[src/rtl/ne_dec_pkg.sv]
// rtl/ne_dec_pkg.sv - shared decoder constants and load/unload state encoding
package ne_dec_pkg;

    localparam int ROWDEPTH    = 20;
    localparam int ROWWIDTH    = 5;
    localparam int DW          = 208;
    localparam int MEMRDCYCLES = 2;
    localparam int FIFO_DEPTH  = MEMRDCYCLES + 2;

    typedef enum logic [1:0] {
        ST_LOAD   = 2'd0,
        ST_START  = 2'd1,
        ST_DECODE = 2'd2,
        ST_UNLOAD = 2'd3
    } state_e;

endpackage

[src/rtl/ne_skid_fifo.sv]
// rtl/ne_skid_fifo.sv - small synchronous FIFO absorbing hard-decision read latency
module ne_skid_fifo #(
    parameter int DEPTH = 4,
    parameter int DW    = 208,
    parameter int CW    = $clog2(DEPTH + 1)
) (
    input  logic          clk,
    input  logic          rst,
    input  logic          push,
    input  logic [DW-1:0] push_data,
    input  logic          pop,
    output logic [DW-1:0] head,
    output logic          empty,
    output logic [CW-1:0] count
);

    localparam int PW = (DEPTH > 1) ? $clog2(DEPTH) : 1;

    logic [DW-1:0] mem_q [DEPTH];
    logic [DW-1:0] mem_d [DEPTH];
    logic [PW-1:0] wr_ptr_q, wr_ptr_d;
    logic [PW-1:0] rd_ptr_q, rd_ptr_d;
    logic [CW-1:0] count_q, count_d;
    logic          full;
    logic          do_push;
    logic          do_pop;

    function automatic logic [PW-1:0] ptr_inc(input logic [PW-1:0] p);
        return (p == PW'(DEPTH - 1)) ? '0 : p + PW'(1);
    endfunction

    assign empty = (count_q == '0);
    assign full  = (count_q == CW'(DEPTH));
    assign head  = mem_q[rd_ptr_q];
    assign count = count_q;

    // Pointer, occupancy and storage updates for one push and/or one pop
    always_comb begin
        do_push  = push & ~full;
        do_pop   = pop & ~empty;
        mem_d    = mem_q;
        wr_ptr_d = wr_ptr_q;
        rd_ptr_d = rd_ptr_q;
        count_d  = count_q;
        if (do_push) begin
            mem_d[wr_ptr_q] = push_data;
            wr_ptr_d        = ptr_inc(wr_ptr_q);
        end
        if (do_pop) begin
            rd_ptr_d = ptr_inc(rd_ptr_q);
        end
        case ({do_push, do_pop})
            2'b10:   count_d = count_q + CW'(1);
            2'b01:   count_d = count_q - CW'(1);
            default: count_d = count_q;
        endcase
    end

    // Control state with synchronous reset; emptying pointers discards contents
    always_ff @(posedge clk) begin
        if (rst) begin
            wr_ptr_q <= '0;
            rd_ptr_q <= '0;
            count_q  <= '0;
        end else begin
            wr_ptr_q <= wr_ptr_d;
            rd_ptr_q <= rd_ptr_d;
            count_q  <= count_d;
        end
    end

    // Storage array, no reset needed since occupancy gates visibility
    always_ff @(posedge clk) begin
        mem_q <= mem_d;
    end

endmodule

[src/rtl/ne_loadunload_ctrl.sv]
// rtl/ne_loadunload_ctrl.sv - codeword load into Lmem, decode handoff and hard-decision unload
module ne_loadunload_ctrl #(
    parameter int ROWDEPTH    = ne_dec_pkg::ROWDEPTH,
    parameter int ROWWIDTH    = ne_dec_pkg::ROWWIDTH,
    parameter int DW          = ne_dec_pkg::DW,
    parameter int MEMRDCYCLES = ne_dec_pkg::MEMRDCYCLES,
    parameter int FIFO_DEPTH  = MEMRDCYCLES + 2
) (
    input  logic                clk,
    input  logic                rst,
    input  logic                in_valid,
    output logic                in_ready,
    input  logic [DW-1:0]       in_data,
    input  logic                in_last,
    output logic                lmem_wr_en,
    output logic [ROWWIDTH-1:0] lmem_wr_addr,
    output logic [DW-1:0]       lmem_wdata,
    output logic                loaden,
    output logic                start,
    input  logic                SISOready,
    output logic                hd_rd_en,
    output logic [ROWWIDTH-1:0] hd_rd_addr,
    input  logic [DW-1:0]       hd_rd_data,
    output logic                out_valid,
    input  logic                out_ready,
    output logic [DW-1:0]       out_data,
    output logic                out_last,
    output logic                busy,
    output logic                frame_done,
    output logic                frame_err
);

    import ne_dec_pkg::state_e;
    import ne_dec_pkg::ST_LOAD;
    import ne_dec_pkg::ST_START;
    import ne_dec_pkg::ST_DECODE;
    import ne_dec_pkg::ST_UNLOAD;

    localparam int CW = $clog2(FIFO_DEPTH + 1);
    localparam int OW = CW + 1;
    localparam logic [ROWWIDTH-1:0] LAST_ROW = ROWWIDTH'(ROWDEPTH - 1);

    state_e                 state_q, state_d;
    logic [ROWWIDTH-1:0]    load_cnt_q, load_cnt_d;
    logic                   lmem_wr_en_q, lmem_wr_en_d;
    logic [ROWWIDTH-1:0]    lmem_wr_addr_q, lmem_wr_addr_d;
    logic [DW-1:0]          lmem_wdata_q, lmem_wdata_d;
    logic                   frame_err_q, frame_err_d;
    logic                   frame_done_q, frame_done_d;
    logic [ROWWIDTH-1:0]    rd_cnt_q, rd_cnt_d;
    logic                   rd_done_q, rd_done_d;
    logic [ROWWIDTH-1:0]    out_cnt_q, out_cnt_d;
    logic [MEMRDCYCLES-1:0] vld_sr_q, vld_sr_d;

    logic                   in_fire;
    logic                   out_fire;
    logic                   rd_room;
    logic [OW-1:0]          inflight;
    logic [OW-1:0]          occupancy;
    logic                   fifo_push;
    logic                   fifo_empty;
    logic [DW-1:0]          fifo_head;
    logic [CW-1:0]          fifo_count;

    assign in_ready     = (state_q == ST_LOAD);
    assign in_fire      = in_valid & in_ready;
    assign loaden       = (state_q == ST_LOAD) | lmem_wr_en_q;
    // The decoder must not start while the final Lmem write is still landing
    assign start        = (state_q == ST_START) & ~lmem_wr_en_q;
    assign lmem_wr_en   = lmem_wr_en_q;
    assign lmem_wr_addr = lmem_wr_addr_q;
    assign lmem_wdata   = lmem_wdata_q;
    assign busy         = (state_q != ST_LOAD) | (load_cnt_q != '0);
    assign frame_done   = frame_done_q;
    assign frame_err    = frame_err_q;

    // Reads are only issued when every in-flight row is guaranteed a FIFO slot
    assign hd_rd_en     = (state_q == ST_UNLOAD) & ~rd_done_q & rd_room;
    assign hd_rd_addr   = rd_cnt_q;
    assign fifo_push    = vld_sr_q[MEMRDCYCLES-1];

    assign out_valid    = ~fifo_empty;
    assign out_data     = out_valid ? fifo_head : '0;
    assign out_fire     = out_valid & out_ready;
    assign out_last     = out_valid & (out_cnt_q == LAST_ROW);

    // Rows requested but not yet captured, plus rows already buffered
    always_comb begin
        inflight = '0;
        for (int i = 0; i < MEMRDCYCLES; i++) begin
            inflight = inflight + {{CW{1'b0}}, vld_sr_q[i]};
        end
        occupancy = inflight + {1'b0, fifo_count};
        rd_room   = (occupancy < OW'(FIFO_DEPTH));
    end

    // Next-state and counter logic for the load / start / decode / unload cycle
    always_comb begin
        state_d        = state_q;
        load_cnt_d     = load_cnt_q;
        lmem_wr_en_d   = 1'b0;
        lmem_wr_addr_d = lmem_wr_addr_q;
        lmem_wdata_d   = lmem_wdata_q;
        frame_err_d    = 1'b0;
        frame_done_d   = 1'b0;
        rd_cnt_d       = rd_cnt_q;
        rd_done_d      = rd_done_q;
        out_cnt_d      = out_cnt_q;
        vld_sr_d       = (vld_sr_q << 1) | MEMRDCYCLES'(hd_rd_en);

        case (state_q)
            ST_LOAD: begin
                if (in_fire) begin
                    lmem_wr_en_d   = 1'b1;
                    lmem_wr_addr_d = load_cnt_q;
                    lmem_wdata_d   = in_data;
                    if (load_cnt_q == LAST_ROW) begin
                        // Row count alone completes the frame; a missing in_last is only flagged
                        load_cnt_d  = '0;
                        frame_err_d = ~in_last;
                        state_d     = ST_START;
                    end else if (in_last) begin
                        // Short frame: discard and restart loading from row 0
                        load_cnt_d  = '0;
                        frame_err_d = 1'b1;
                    end else begin
                        load_cnt_d = load_cnt_q + ROWWIDTH'(1);
                    end
                end
            end
            ST_START: begin
                if (start) begin
                    state_d = ST_DECODE;
                end
            end
            ST_DECODE: begin
                if (SISOready) begin
                    state_d   = ST_UNLOAD;
                    rd_cnt_d  = '0;
                    rd_done_d = 1'b0;
                    out_cnt_d = '0;
                end
            end
            ST_UNLOAD: begin
                if (hd_rd_en) begin
                    if (rd_cnt_q == LAST_ROW) begin
                        rd_done_d = 1'b1;
                    end else begin
                        rd_cnt_d = rd_cnt_q + ROWWIDTH'(1);
                    end
                end
                if (out_fire) begin
                    if (out_last) begin
                        state_d      = ST_LOAD;
                        frame_done_d = 1'b1;
                        rd_cnt_d     = '0;
                        rd_done_d    = 1'b0;
                        out_cnt_d    = '0;
                    end else begin
                        out_cnt_d = out_cnt_q + ROWWIDTH'(1);
                    end
                end
            end
            default: begin
                state_d = ST_LOAD;
            end
        endcase
    end

    // State and counters; reset also drops any read data still in flight
    always_ff @(posedge clk) begin
        if (rst) begin
            state_q        <= ST_LOAD;
            load_cnt_q     <= '0;
            lmem_wr_en_q   <= 1'b0;
            lmem_wr_addr_q <= '0;
            lmem_wdata_q   <= '0;
            frame_err_q    <= 1'b0;
            frame_done_q   <= 1'b0;
            rd_cnt_q       <= '0;
            rd_done_q      <= 1'b0;
            out_cnt_q      <= '0;
            vld_sr_q       <= '0;
        end else begin
            state_q        <= state_d;
            load_cnt_q     <= load_cnt_d;
            lmem_wr_en_q   <= lmem_wr_en_d;
            lmem_wr_addr_q <= lmem_wr_addr_d;
            lmem_wdata_q   <= lmem_wdata_d;
            frame_err_q    <= frame_err_d;
            frame_done_q   <= frame_done_d;
            rd_cnt_q       <= rd_cnt_d;
            rd_done_q      <= rd_done_d;
            out_cnt_q      <= out_cnt_d;
            vld_sr_q       <= vld_sr_d;
        end
    end

    ne_skid_fifo #(
        .DEPTH (FIFO_DEPTH),
        .DW    (DW),
        .CW    (CW)
    ) u_skid_fifo (
        .clk       (clk),
        .rst       (rst),
        .push      (fifo_push),
        .push_data (hd_rd_data),
        .pop       (out_fire),
        .head      (fifo_head),
        .empty     (fifo_empty),
        .count     (fifo_count)
    );

endmodule

[config.mk]
export PLATFORM = sky130hd
export DESIGN_NAME = ne_loadunload_ctrl
export DESIGN_NICKNAME = d
export VERILOG_FILES = /design/src/rtl/ne_dec_pkg.sv /design/src/rtl/ne_skid_fifo.sv /design/src/rtl/ne_loadunload_ctrl.sv
export SDC_FILE = /design/constraint.sdc
export NUM_CORES = 1
export LEC_CHECK = 0
export ABC_AREA = 0
export CAP_MARGIN = 20
export CORE_AREA = 2 2 330 332
export CTS_CLUSTER_SIZE = 28
export DETAILED_ROUTE_END_ITERATION = 8
export DIE_AREA = 0 0 332 334
export HOLD_SLACK_MARGIN = 0.15
export PLACE_DENSITY = 0.58
export SLEW_MARGIN = 10
export SYNTH_ARGS = -nofsm -noshare
export SYNTH_HDL_FRONTEND = slang
export SYNTH_SLANG_ARGS = --single-unit
export TNS_END_PERCENT = 5
[constraint.sdc]
create_clock -name clk -period 17 [get_ports clk]
set_clock_uncertainty 0.15 [all_clocks]
set_input_delay 1.7 -clock clk [delete_from_list [all_inputs] [get_ports clk]]
set_output_delay 1.7 -clock clk [all_outputs]
set_load 0.1 [all_outputs]
* Word level (Yosys, flattened, before mapping) *
Cells that the tools add are included.

operators by class
  add/subtract/negate cells = 9
  magnitude comparators = 4
  equality and inequality tests = 17
  multiplexer cells = 38
  bitwise operators = 22
  reduce and logical (&&, ||, !) cells = 14

operators by type and width
  kind                 count
  $bwmux 832           1
  $mux 208             4
  $bmux 208 s2         1
  $demux 208 s2        1
  $mux 5               9
  $pmux 5 s2           2
  $mux 2               8
  $add 5x1->5 const B  3
  $eq 5x5->1 const B   3
  $eq 2x2->1 const B   5
  $mux 1               9
  $not 1->1            9
  $and 1x1->1          8
  $pmux 2 s4           1
  $ge 3x3->1 const B   2
  $ne 2x1->1 const B   3
  $ne 2x2->1 const B   3
  $not 2->3            2
  $pmux 3 s2           1
  $reduce_and 6->1     1
  $reduce_bool 2->1    3
  $reduce_or 3->1      2
  $reduce_bool 5->1    1
  $add 2x1->2 const B  2
  17 further kinds     20

word-level totals
  flip-flop bits (word level) = 1075
  input port bits = 422
  output and inout port bits = 436
  word-level logic and storage cells = 122

* Depth between registers and ports, before layout *
  word-level depth = 8
  depth in mapped cells = 9
  mapped depth without buffers = 9

* By module *
Synthesis repeated with hierarchy kept, for this count alone.

unflattened totals
  cell total of the unflattened synthesis = 2434
  area, all modules = 40312.4 sq um

by module, submodules not included
  module              times used  cells an instance  area each (sq um)  seq. area each (sq um)
  ne_skid_fifo        1           1137               30473.0            25124.1
  ne_loadunload_ctrl  1           1297               9839.4             4724.5

* Worst setup path after synthesis *
No wires, ideal clock.

  path type = reg-to-reg
  from = register u_skid_fifo.count_q[0] (netlist: u_skid_fifo.count[0])
  to = register u_skid_fifo.mem_q[208] in the netlist's numbering, enable pin
  library setup time = 0.594 ns
  data arrival time = 5.739 ns
  required time = 16.256 ns
  setup slack = 10.517 ns
  stages on the path, launching flop included = 4
  path buffers = 0
  clock period less this slack = 6.483 ns
  path through = dfxtp_1 -> inv_1 -> a31oi_1 -> and2_1

between the ends
  longest elaborated chain between the ends = 3

ends and longest elaborated chain
  item                    line                source
  from (decl)             ne_skid_fifo.sv:23  logic [CW-1:0] count_q, count_d;
  from (signal assigned)  ne_skid_fifo.sv:68  count_q <= count_d;
  $eq 3x3->1              ne_skid_fifo.sv:33  assign full = (count_q == CW'(DEPTH));
  $not 1->1               ne_skid_fifo.sv:39  do_push = push & ~full;
  $and 1x1->1             ne_skid_fifo.sv:39
  to (signal assigned)    ne_skid_fifo.sv:74  mem_q <= mem_d;
  to (decl)               ne_skid_fifo.sv:19  logic [DW-1:0] mem_q [DEPTH];

Every way passes these cells.
A chain may end at the register's enable or synchronous reset.

* Worst setup path after layout *
  from = register u_skid_fifo.rd_ptr_q[1]
  to = output out_data[141]

between the ends
  longest elaborated chain between the ends = 5

ends and longest elaborated chain
  item                                         line                      source
  from (decl)                                  ne_skid_fifo.sv:22        logic [PW-1:0] rd_ptr_q, rd_ptr_d;
  from (signal assigned)                       ne_skid_fifo.sv:67        rd_ptr_q <= rd_ptr_d;
  $not 2->3 (implied by the code)              ne_skid_fifo.sv:34        assign head = mem_q[rd_ptr_q];
  $bmux 208 s2                                 ne_skid_fifo.sv:34
  $mux 208 (implied by the code) (2 in a row)  ne_skid_fifo.sv:34
  $mux 208                                     ne_loadunload_ctrl.sv:83  assign out_data = out_valid ? fifo_head : '0;
  to (decl)                                    ne_loadunload_ctrl.sv:26  output logic [DW-1:0] out_data,

Every way passes these cells. The select of a mux whose other input is x is not followed.

==> run summary <==
status: finished, final reports clean
initial antenna violation count: 65
wire per inst: 31.0 um
Routed Antenna Nets: 0
Initial Util: 37.2%
relative slew slack: 18.0%
layout cells sized above 1: 14.5%
largest net degree at the start of global routing: 97
Hold Crit Class: reg2reg
top-level I/O count: 858
Die Width: 332 um
most area-hungry cell type in the Yosys netlist: edfxtp_1
Post-DP HPWL: 109000 um
DR pass1 iterations: 7
Mapped Avg Cell Area: 16.5 um^2
final setup TNS: 0 ns
Max IR drop VDD: 0.0951 mV
vias in the first global route: 25487
Worst Tran Pin Value: 1.23 ns
PortBufs: 857
Layout area overhead: 35.8%
DR vias: 24888
clock period minus worst slack: 6.75 ns
Seq pwr share: 45.7%
DRC: 0
Max Fclk: 148 MHz
top post-synthesis cells by area: edfxtp_1 (62%), dfxtp_1 (12%), mux4_2 (12%)
# H-tree levels: 3
grt ovf: 0
Arr. time, crit path: 4.90 ns
Core ar.: 108000 um^2
capture point of the critical path: out_data[141]
clock slew at reported path FFs: 0.06 ns
final wirelength: 150000 um
Crit. End Element: primary output
Rows: 121
reg2reg start: u_skid_fifo.count[0]
main combinational cell family by area after synthesis: multiplexers
GP Congestion: 1.12
adder-cell share of the synthesized area: 0.518%
Comb power frac: 14.6%
hold path depth: 2
sw frac: 27.9%
die height: 334 um
postcts setup bufs: 0
period utilization: 39.7%
Largest stage delay, worst path: 1.18 ns
internal power: 4.62 mW
Max FO, Critical Path: 67
Leak: 17.9 nW
cell mode on critical path: buf_4
non-filler cells, final: 4832
syn nets: 2861
Setup CP Type: reg2out
Clk pwr share: 39.7%
register area share after synthesis: 74.5%
CTS buffer count: 113
area share of the largest cell type after synthesis: 62.3%
CTS Sinks: 1075
Setup crit start: u_skid_fifo.rd_ptr_q[1]
net switching power figure: 1.78 mW
clock root cell: clkbuf_16
Top FF cell, synth: edfxtp_1
DP Cell Count: 4598
CP Data Required Time: 15.15 ns
total power: 6.40 mW
worst setup margin: 10.25 ns
Final #Nets: 3741
#FFs+latches synth: 1075
mux cell area share after synthesis: 11.8%
GRT Total Usage: 26.5%
number of synthesized flops with an enable pin: 832
critical path's slowest cell: clkdlybuf4s50_1
hold-fix buffers at CTS: 0
number of fill cells: 9026
Fin. Hold Viols: 0
complex-gate fraction of the synthesized area: 3.18%
cell depth of the worst flop-to-flop path: 5
die area: 111000 um^2
post-CTS resize count: 0
Synth cell types: 39
critical-path cell list: buf_4, buf_4, mux4_2, and2_1, clkdlybuf4s50_1
clock buffer depth: 3
pre-CTS setup slack: 10.46 ns
Post-Syn Area: 40100 um^2
Hold WS: 0.302 ns
Final Max Tran Viols: 0
CP Launch Type: flip-flop
clk_lat worst skew: 0.70 ns
via/cell ratio: 5.15
first-pass GRT wire length: 206000 um
1st-iter DRT viols: 1665
TritonCTS clock tree: yes
R2R Path End: u_skid_fifo.mem_q[457]
Final setup viols: 0
Gate Count Post-Synth: 2423
Synth Area in XOR/XNOR: 0.219%
Warnings, synthesis: 0
FFs w/ async S/R, synth: 0%
RSZ-0062 raised after global routing: no
pwr dens: 118 nW/um^2
Simple-Gate Fraction of Synth Area: 8.13%
max_cap viols: 0
r2r setup slk: 12.60 ns
[worst max-delay path: cells and delay by family (launching register included)]
kind                   cells  cell delay (ns)
buffers and inverters      3             2.80
flip-flops                 1             0.71
multiplexers               1             0.35
AND/OR/NAND/NOR            1             0.24
[cells by family after synthesis]
group / after synthesis
flip-flops: 1075
AND/OR/NAND/NOR: 702
AO/OA/AOI/OAI: 245
multiplexers: 213
buffers and inverters: 162
adder cells (fa/ha/maj): 16
XOR/XNOR: 10
[registers in the layout (all words and copies together) (netlist names), 2 cells and up]
register	cells
u_skid_fifo.mem_q	832
lmem_wdata	208
hd_rd_addr	5
lmem_wr_addr	5
load_cnt_q	5
out_cnt_q	5
u_skid_fifo.count	3
state_q	2
u_skid_fifo.rd_ptr_q	2
u_skid_fifo.wr_ptr_q	2
vld_sr_q	2
[per-layer routing]
| metal | part of all wire (%) | track usage [%] |
|---|---|---|
| met1 | 39 | 31.8 |
| met2 | 50 | 44.9 |
| met3 | 7.7 | 8.47 |
| met4 | 3.3 | 9.51 |
| met5 | 0.10 | 0 |
[power by group through the flow]
stage	combinational [mW]	sequential, mW	clock (mW)
final	0.937	2.92	2.54
after global routing	0.967	2.93	2.70
after CTS	0.934	2.92	2.61
after detailed placement	0.931	2.98	0
after global placement	0.903	2.98	0
after floorplan	0.165	3.36	0
[layout by cell type, fill, tap and decap left out, drive strengths merged, types with 3 or more instances in the layout]
master           n
edfxtp         832
clkdlybuf4s50  806
nand2          436
dfxtp          243
a21oi          227
and2           214
mux4           208
clkbuf         140
buf            105
clkinv          51
nor2            21
inv             20
diode           18
ha              15
bufinv          15
nand3            6
o21ai            6
xor2             5
mux2i            5
xnor2            5
or3              5
nor2b            4
nand2b           3
a211oi           3
nor3             3
[worst min-delay path by stage]
stage	slack, ns	to	start
floorplan	0.28	rd_done_q	rd_done_q
global placement	0.29	lmem_wdata[15]	lmem_wdata[15]
detailed placement	0.30	lmem_wdata[112]	lmem_wdata[112]
CTS	0.30	lmem_wdata[112]	lmem_wdata[112]
global route	0.32	lmem_wdata[112]	lmem_wdata[112]
finish	0.30	lmem_wdata[41]	lmem_wdata[41]
[Yosys cell counts, drive strengths merged, types with 2 or more instances]
library cell / count
nor2: 21
nand4: 2
xnor2: 5
edfxtp: 832
nor4b: 2
dfxtp: 243
clkbuf: 94
xor2: 5
nor3: 3
or3: 5
nand2b: 3
or4: 2
inv: 16
nor2b: 4
a211oi: 3
a21oi: 227
mux4: 208
o21ai: 6
nand3: 6
ha: 15
nand2: 436
mux2i: 5
and2: 214
buf: 52
[per-stage QoR]
stage,util (%),area [um^2]
2_1_floorplan,-,40100
3_3_place_gp,46.3,49900
3_5_place_dp,46.8,50400
4_1_cts,50.3,54300
5_1_grt,50.5,54400
6_report,50.5,54400
[layout make-up]
cell class / instances / area, um^2 / share of cell area, %
sequential: 1075 / 29900 / 54.9
clock inverter: 72 / 811 / 1.49
timing repair buffer: 911 / 9240 / 17.0
multi-input combinational: 1186 / 9590 / 17.6
tap: 1414 / 1770 / 3.25
inverter: 16 / 60.1 / 0.110
clock buffer: 140 / 3030 / 5.57
antenna: 18 / 45.0 / 0.0828
Power figures use the tool's default switching activity.
